$ cat src/rtl/joy_db15_tx.sv
// rtl/joy_db15_tx.sv - DB15 joystick adapter emulator: snapshots two player words and shifts them out on JOY_CLK
module joy_db15_tx #(
  parameter int PW    = 12,
  parameter int FRAME = 2 * PW
) (
  input  logic          clk,
  input  logic          reset_n,
  input  logic [PW-1:0] joy1,
  input  logic [PW-1:0] joy2,
  input  logic          JOY_LOAD,
  input  logic          JOY_CLK,
  output logic          JOY_DATA,
  output logic          frame_done,
  output logic [4:0]    bit_cnt
);

  localparam logic [4:0] CNT_END  = 5'(FRAME);
  localparam logic [4:0] CNT_LAST = 5'(FRAME - 1);

  typedef enum logic [1:0] {IDLE, SHIFT, DONE} state_t;

  state_t           state, state_n;
  logic [FRAME-1:0] sr, sr_n;
  logic [4:0]       cnt_n;
  logic             data_n, done_n;

  logic load_s1, load_s2;
  logic jclk_s1, jclk_s2, jclk_h;
  logic load_low, clk_rise;
  logic [FRAME-1:0] snap;

  assign load_low = ~load_s2;
  assign clk_rise = jclk_s2 & ~jclk_h;
  // Inverting at load time makes the serial line active low.
  assign snap     = {~joy2, ~joy1};

  always_ff @(posedge clk or negedge reset_n) begin
    if (!reset_n) begin
      load_s1    <= 1'b1;
      load_s2    <= 1'b1;
      jclk_s1    <= 1'b0;
      jclk_s2    <= 1'b0;
      jclk_h     <= 1'b0;
      state      <= IDLE;
      sr         <= '1;
      bit_cnt    <= CNT_END;
      JOY_DATA   <= 1'b1;
      frame_done <= 1'b0;
    end else begin
      load_s1    <= JOY_LOAD;
      load_s2    <= load_s1;
      jclk_s1    <= JOY_CLK;
      jclk_s2    <= jclk_s1;
      jclk_h     <= jclk_s2;
      state      <= state_n;
      sr         <= sr_n;
      bit_cnt    <= cnt_n;
      JOY_DATA   <= data_n;
      frame_done <= done_n;
    end
  end

  always_comb begin
    state_n = state;
    sr_n    = sr;
    cnt_n   = bit_cnt;
    done_n  = 1'b0;
    case (state)
      IDLE, DONE: begin
        if (load_low) begin
          state_n = SHIFT;
          sr_n    = snap;
          cnt_n   = '0;
        end
      end
      SHIFT: begin
        // A low load wins over a coincident shift edge.
        if (load_low) begin
          sr_n  = snap;
          cnt_n = '0;
        end else if (clk_rise) begin
          sr_n  = {1'b1, sr[FRAME-1:1]};
          cnt_n = bit_cnt + 5'd1;
          if (bit_cnt == CNT_LAST) begin
            state_n = DONE;
            done_n  = 1'b1;
          end
        end
      end
      default: state_n = IDLE;
    endcase
    // Output register is fed from next-state values so it adds no extra latency.
    data_n = (cnt_n < CNT_END) ? sr_n[0] : 1'b1;
  end

endmodule

$ cat config.mk
export PLATFORM = sky130hd
export DESIGN_NAME = joy_db15_tx
export DESIGN_NICKNAME = d
export VERILOG_FILES = /design/src/rtl/joy_db15_tx.sv
export SDC_FILE = /design/constraint.sdc
export NUM_CORES = 1
export LEC_CHECK = 0
export BUFFER_PORTS_ARGS = -buffer_cell sky130_fd_sc_hd__buf_2
export CORE_MARGIN = 1.5
export CORE_UTILIZATION = 50
export DETAILED_ROUTE_END_ITERATION = 10
export MAX_ROUTING_LAYER = met4
export PLACE_DENSITY = 0.73
export SLEW_MARGIN = 0
export SYNTH_ARGS = -nofsm -noshare
export SYNTH_HDL_FRONTEND = slang
export SYNTH_SLANG_ARGS = --single-unit
$ cat constraint.sdc
create_clock -name clk -period 2 [get_ports clk]
set_input_delay 0.4 -clock clk [delete_from_list [all_inputs] [get_ports clk]]
set_output_delay 0.4 -clock clk [all_outputs]
set_load 0.02 [all_outputs]
==> flow_metrics.env, run 1 <==
export IMPL_final_cells=270
export IMPL_slew_violations=0
export IMPL_place_inst=262
export IMPL_synthCells=189
export IMPL_r2r_slack_ns=0.45
export IMPL_vias=1412
export IMPL_worstRegToRegCells=5
export IMPL_antennaDiodeCount=0
export IMPL_drv_cap=0
export IMPL_die_y_um=64.5
export IMPL_crit_type="reg2reg"
export IMPL_clk_pin_slew_ns=0.07
export IMPL_cts_htree_levels=2
export IMPL_required_ns=2.22
export IMPL_leakage_nw=0.928
export IMPL_vdd_drop_max_uv=430
export IMPL_grtUsageTotal_pct=19.2
export IMPL_synth_edf_count=0
export IMPL_postLayoutSetupSlackWorst_ns=0.452
export IMPL_cp_end_kind="flop"
export IMPL_yosysUniqueCellTypes=34
export IMPL_hold_path_class="in2async"
export IMPL_ys_async_sr_fraction_pct=100
export IMPL_tritoncts="done"
export IMPL_placement_io_buffers=34
export IMPL_period_share_pct=77.4
export IMPL_pwr_density_cell_nw_per_um2=754
export IMPL_maxClockFrequency_mhz=646
export IMPL_synth_main_ff_cell="dfstp_2"
export IMPL_cts_buffer_depth=2
export IMPL_syn2layout_area_growth_pct=13.9
export IMPL_grt_pass1_vias=1315
export IMPL_seq_area_frac_synth_pct=52.1
export IMPL_fin_nets=250
export IMPL_synth_area_per_cell_um2=10.0
export IMPL_cts_root_buf="clkbuf_8"
export IMPL_tns_ns=0
export IMPL_arrival_ns=1.77
export IMPL_yosysMostFrequentCell="nor2_1"
export IMPL_grt_overflow=0
export IMPL_grt_max_degree=47
export IMPL_rsz0062_at_grt="no"
export IMPL_first_pass_iters=4
export IMPL_status="finished clean"
export IMPL_postCtsHoldBufs=0
export IMPL_finClkSkew_ns=0.00436
export IMPL_synth_nets=218
export IMPL_syn_area_um2=1890
export IMPL_row_count=22
export IMPL_post_cts_setup_buffers=0
export IMPL_ctsResizeCount=0
export IMPL_crit_chain="inv_1 -> nor2_1 -> buf_4 -> a21oi_1 -> a21oi_2"
export IMPL_final_hold_violation_count=0
export IMPL_slowest_delay_ns=0.67
export IMPL_numCtsBuffers=5
export IMPL_clkLatencyLatePin_ns=0.29
export IMPL_endpoint="sr[4]"
export IMPL_rr_startpoint="load_s2"
export IMPL_ys_top_cells_by_count="nor2_1 (47), a21oi_1 (29), dfstp_2 (29)"
export IMPL_final_layout_size_suffix_gt1_share_pct=41.9
export IMPL_yosysTopAreaCell="dfstp_2"
export IMPL_worst_pin_slew_ns=0.442
export IMPL_cp_max_fo=22
export IMPL_clock_sinks=38
export IMPL_crit_path_top_delay_cell="dfstp_2"
export IMPL_synth_top_area_share_pct=40.3
export IMPL_routed_wl_um=3370
export IMPL_dieArea_um2=4160
export IMPL_place_congestion=0.824
export IMPL_synth_area_top_cells="dfstp_2 (40%), dfrtp_1 (12%), nor2_1 (9.3%)"
export IMPL_drc_errors=0
export IMPL_dr_first_iter_drc_count=65
export IMPL_max_slew_margin_pct=70.5
export IMPL_ant_nets=0
export IMPL_crit_start="load_s2"
export IMPL_setup_viol=0
export IMPL_wl_per_cell_um=12.5
export IMPL_timing_rr_end="sr[4]"
export IMPL_post_route_min_period_ns=1.55
export IMPL_ys_seq_elements=38
export IMPL_pre_cts_ws_ns=0.474
export IMPL_grt_pass1_wl_um=5950
export IMPL_grt_antenna_before_repair=0
export IMPL_chipWidth_um=64.5
export IMPL_critical_path_startpoint_type="flop"
export IMPL_core_area_um2=3660
export IMPL_ys_warn_count=0
export IMPL_post_dp_hpwl_um=2340
export IMPL_vias_per_cell=5.23
export IMPL_ios=35
export IMPL_start_util_pct=51.7
## worst min path at each step
stage	startpoint	endpoint	slack, ns	depth (start not counted)
global placement	jclk_s1	jclk_s2	0.33	0
global route	reset_n	jclk_h	0.08	1
detailed placement	jclk_s1	jclk_s2	0.34	0
floorplan	reset_n	bit_cnt[0]	0.10	0
finish	reset_n	jclk_h	0.05	1
CTS	reset_n	jclk_s1	0.05	1
## through the flow
stage | utilization [%] | hold slack, ns | power [mW] | area, um2
floorplan | - | 0.104 | 1.07 | 1890
detailed placement | 56.7 | 0.342 | 1.15 | 2080
CTS | 58.9 | 0.0535 | 1.65 | 2160
global route | 58.9 | 0.0766 | 1.72 | 2160
finish | 58.9 | 0.0529 | 1.62 | 2160
global placement | 56.7 | 0.334 | 1.14 | 2080
## flip-flops by register name, indices dropped and copies added (netlist names)
signal      flops
JOY_DATA        1
jclk_s2         1
bit_cnt         5
jclk_s1         1
jclk_h          1
frame_done      1
state           2
sr             24
load_s2         1
load_s1         1
## cells in the final DEF, fill, tap and decap left out, types with 4 or more instances in the layout
master	Yosys	routed
nor2_1	47	47
inv_1	4	4
dfstp_2	29	29
buf_2	7	34
o21ai_0	4	4
dfrtp_1	9	9
clkbuf_8	0	5
a21oi_2	17	17
a21oi_1	29	29
nand2_1	4	4
## final cells by class
| class | instances | area [um2] |
|---|---|---|
| multi-input combinational | 134 | 788 |
| sequential | 38 | 987 |
| timing repair buffer | 38 | 225 |
| inverter | 4 | 15.0 |
| clock buffer | 8 | 80.1 |
| fill | 326 | 1510 |
| tap | 48 | 60.1 |
## where the power goes
| part | switching [mW] | internal [mW] | leakage (nW) | total, mW |
|---|---|---|---|---|
| Combinational | 0.118 | 0.0947 | 0.471 | 0.213 |
| Clock | 0.246 | 0.247 | 0.0395 | 0.493 |
| Sequential | 0.0417 | 0.877 | 0.417 | 0.919 |
| Total | 0.406 | 1.22 | 0.928 | 1.62 |
## critical path: cells and delay by family (launching register included)
kind,cells,cell delay (ns)
flip-flops,1,0.67
AND/OR/NAND/NOR,1,0.12
AO/OA/AOI/OAI,2,0.28
buffers and inverters,2,0.41
## per-layer routing
layer	track usage, %	share of wire [%]
met1	24.7	50
met2	28.6	44
met3	5.73	4.6
met4	7.71	1.8
met5	-	0
## logic make-up (layout without fill, tap and decap cells)
| kind of cell | count (synthesis) | count (layout) | share of synthesized area, % |
|---|---|---|---|
| AOI/OAI and AO/OA | 61 | 61 | 21.7 |
| adders and majority gates | 1 | 1 | 0.661 |
| buffers and inverters | 17 | 50 | 6.21 |
| DFF | 38 | 38 | 52.1 |
| muxes | 2 | 2 | 1.06 |
| and+or+nand+nor | 70 | 70 | 18.2 |
Power figures use the tool's default switching activity.
==> inputs of run 2 (changes only) <==
==> constraint.sdc (replaced) <==
create_clock -name clk -period 1.62 [get_ports clk]
set_input_delay 0.324 -clock clk [delete_from_list [all_inputs] [get_ports clk]]
set_output_delay 0.324 -clock clk [all_outputs]
set_load 0.02 [all_outputs]
==> flow_metrics.env, run 2 (same netlist as run 1, synthesis figures left out) <==
export IMPL_status="finished clean"
export IMPL_num_fill_cells=316
export IMPL_vias=1386
export IMPL_total_power_mw=2.38
export IMPL_die_y_um=64.5
export IMPL_grt_pass1_wl_um=5740
export IMPL_final_layout_size_suffix_gt1_share_pct=44.2
export IMPL_worst_pin_slew_ns=0.418
export IMPL_layout_common_cells="nor2_1 (47), buf_2 (34), dfstp_2 (29), a21oi_1 (29), a21oi_2 (17)"
export IMPL_fin_nets=254
export IMPL_largest_reg_flops=24
export IMPL_grt_antenna_before_repair=0
export IMPL_cp_max_fo=5
export IMPL_cts_buffer_depth=2
export IMPL_post_cts_setup_buffers=0
export IMPL_grt_pass1_vias=1290
export IMPL_cts_root_buf="clkbuf_8"
export IMPL_slowest_delay_ns=0.57
export IMPL_drc_errors=0
export IMPL_crit_type="reg2reg"
export IMPL_arrival_ns=1.69
export IMPL_hold_path_class="in2reg"
export IMPL_syn2layout_area_growth_pct=19.6
export IMPL_grt_overflow=0
export IMPL_place_inst=265
export IMPL_grt_max_degree=47
export IMPL_required_ns=1.82
export IMPL_antennaDiodeCount=0
export IMPL_finClkSkew_ns=0.00660
export IMPL_critical_path_startpoint_type="flop"
export IMPL_core_area_um2=3660
export IMPL_clkLatencyLatePin_ns=0.29
export IMPL_tns_ns=0
export IMPL_grtUsageTotal_pct=18.2
export IMPL_drv_cap=0
export IMPL_clk_pin_slew_ns=0.07
export IMPL_crit_family="flip-flops"
export IMPL_ant_nets=0
export IMPL_rsz0062_at_grt="no"
export IMPL_first_pass_iters=4
export IMPL_dieArea_um2=4160
export IMPL_vdd_drop_max_uv=695
export IMPL_crit_path_top_delay_cell="dfstp_2"
export IMPL_maxClockFrequency_mhz=670
export IMPL_setup_viol=0
export IMPL_leakage_nw=0.979
export IMPL_post_dp_hpwl_um=2280
export IMPL_chipWidth_um=64.5
export IMPL_cts_htree_levels=2
export IMPL_numCtsBuffers=5
export IMPL_period_share_pct=92.1
export IMPL_max_slew_margin_pct=72.1
export IMPL_top_regs="sr x24, bit_cnt x5, state x2"
export IMPL_final_common_cell="nor2_1"
export IMPL_slew_violations=0
export IMPL_vias_per_cell=5.06
export IMPL_crit_chain="and4bb_1 -> and4_4 -> a211oi_1 -> o221ai_1"
export IMPL_start_util_pct=51.7
export IMPL_ios=35
export IMPL_cp_num_buf_inv=0
export IMPL_final_cells=274
export IMPL_routed_wl_um=3280
export IMPL_largest_register="sr"
export IMPL_post_route_min_period_ns=1.49
export IMPL_tritoncts="done"
export IMPL_clock_sinks=38
export IMPL_placement_io_buffers=34
export IMPL_dr_first_iter_drc_count=64
export IMPL_final_hold_violation_count=0
export IMPL_wl_per_cell_um=12.0
export IMPL_place_congestion=0.857
export IMPL_pwr_density_cell_nw_per_um2=1050
export IMPL_row_count=22
export IMPL_cp_end_kind="flop"
==> run 2: cell types whose count changed in the layout (fill, tap and decap cells not counted), sizes merged <==
cell / previous run / this run
dlygate4sd3: 0 / 1
clkbuf: 8 / 6
buf: 38 / 41
bufinv: 0 / 2
==> run 2: final cells by class <==
| type | instances | area, um2 | share of cell area (%) |
|---|---|---|---|
| multi-input combinational | 134 | 788 | 34.8 |
| timing repair buffer | 42 | 270 | 11.9 |
| sequential | 38 | 988 | 43.6 |
| tap | 48 | 60.1 | 2.65 |
| clock inverter | 2 | 60.1 | 2.65 |
| inverter | 4 | 15.0 | 0.663 |
| clock buffer | 6 | 82.6 | 3.65 |
==> run 2: worst paths after layout <==
check	from	to	slack [ns]	depth (start not counted)
min in group asynchronous	reset_n	jclk_s2	0.50	2
max in group asynchronous	reset_n	sr[0]	0.60	3
setup / recovery	bit_cnt[4]	JOY_DATA	0.13	4
hold / removal	JOY_LOAD	load_s1	0.13	1
setup reg to reg	bit_cnt[4]	JOY_DATA	0.13	4
hold reg to reg	jclk_s1	jclk_s2	0.34	0
==> run 2: power by group <==
part | leakage [nW] | total (mW) | switching, mW | internal (mW)
Clock | 0.0714 | 0.977 | 0.321 | 0.656
Sequential | 0.415 | 1.13 | 0.0498 | 1.08
Combinational | 0.492 | 0.271 | 0.147 | 0.124
Total | 0.979 | 2.38 | 0.517 | 1.86
==> run 2: per-layer routing <==
metal	vias up	share of wire, %	routed length [um]	track usage, %
met3	2	4.4	143	6.42
li1	728	-	-	-
met2	30	46	1500	27.6
met1	626	50	1630	23.2
met5	-	0	0	-
met4	0	0.40	13	5.59
==> run 2: metrics by stage <==
stage	worst slack, ns	hold slack, ns	utilization, %	cell area, um2
after CTS	0.121	0.124	61.8	2260
after global placement	0.113	0.287	57.7	2110
after floorplan	0.141	0.0284	-	1890
final	0.127	0.135	61.9	2260
after global routing	0.00590	0.113	61.9	2260
after detailed placement	0.137	0.281	57.7	2110
==> run 2: timing repair <==
item	4_1_cts	5_1_grt
endpoints found under the setup margin	0	1
hold buffers	1	0
hold endpoints to repair	7	0
gates resized for setup	0	1
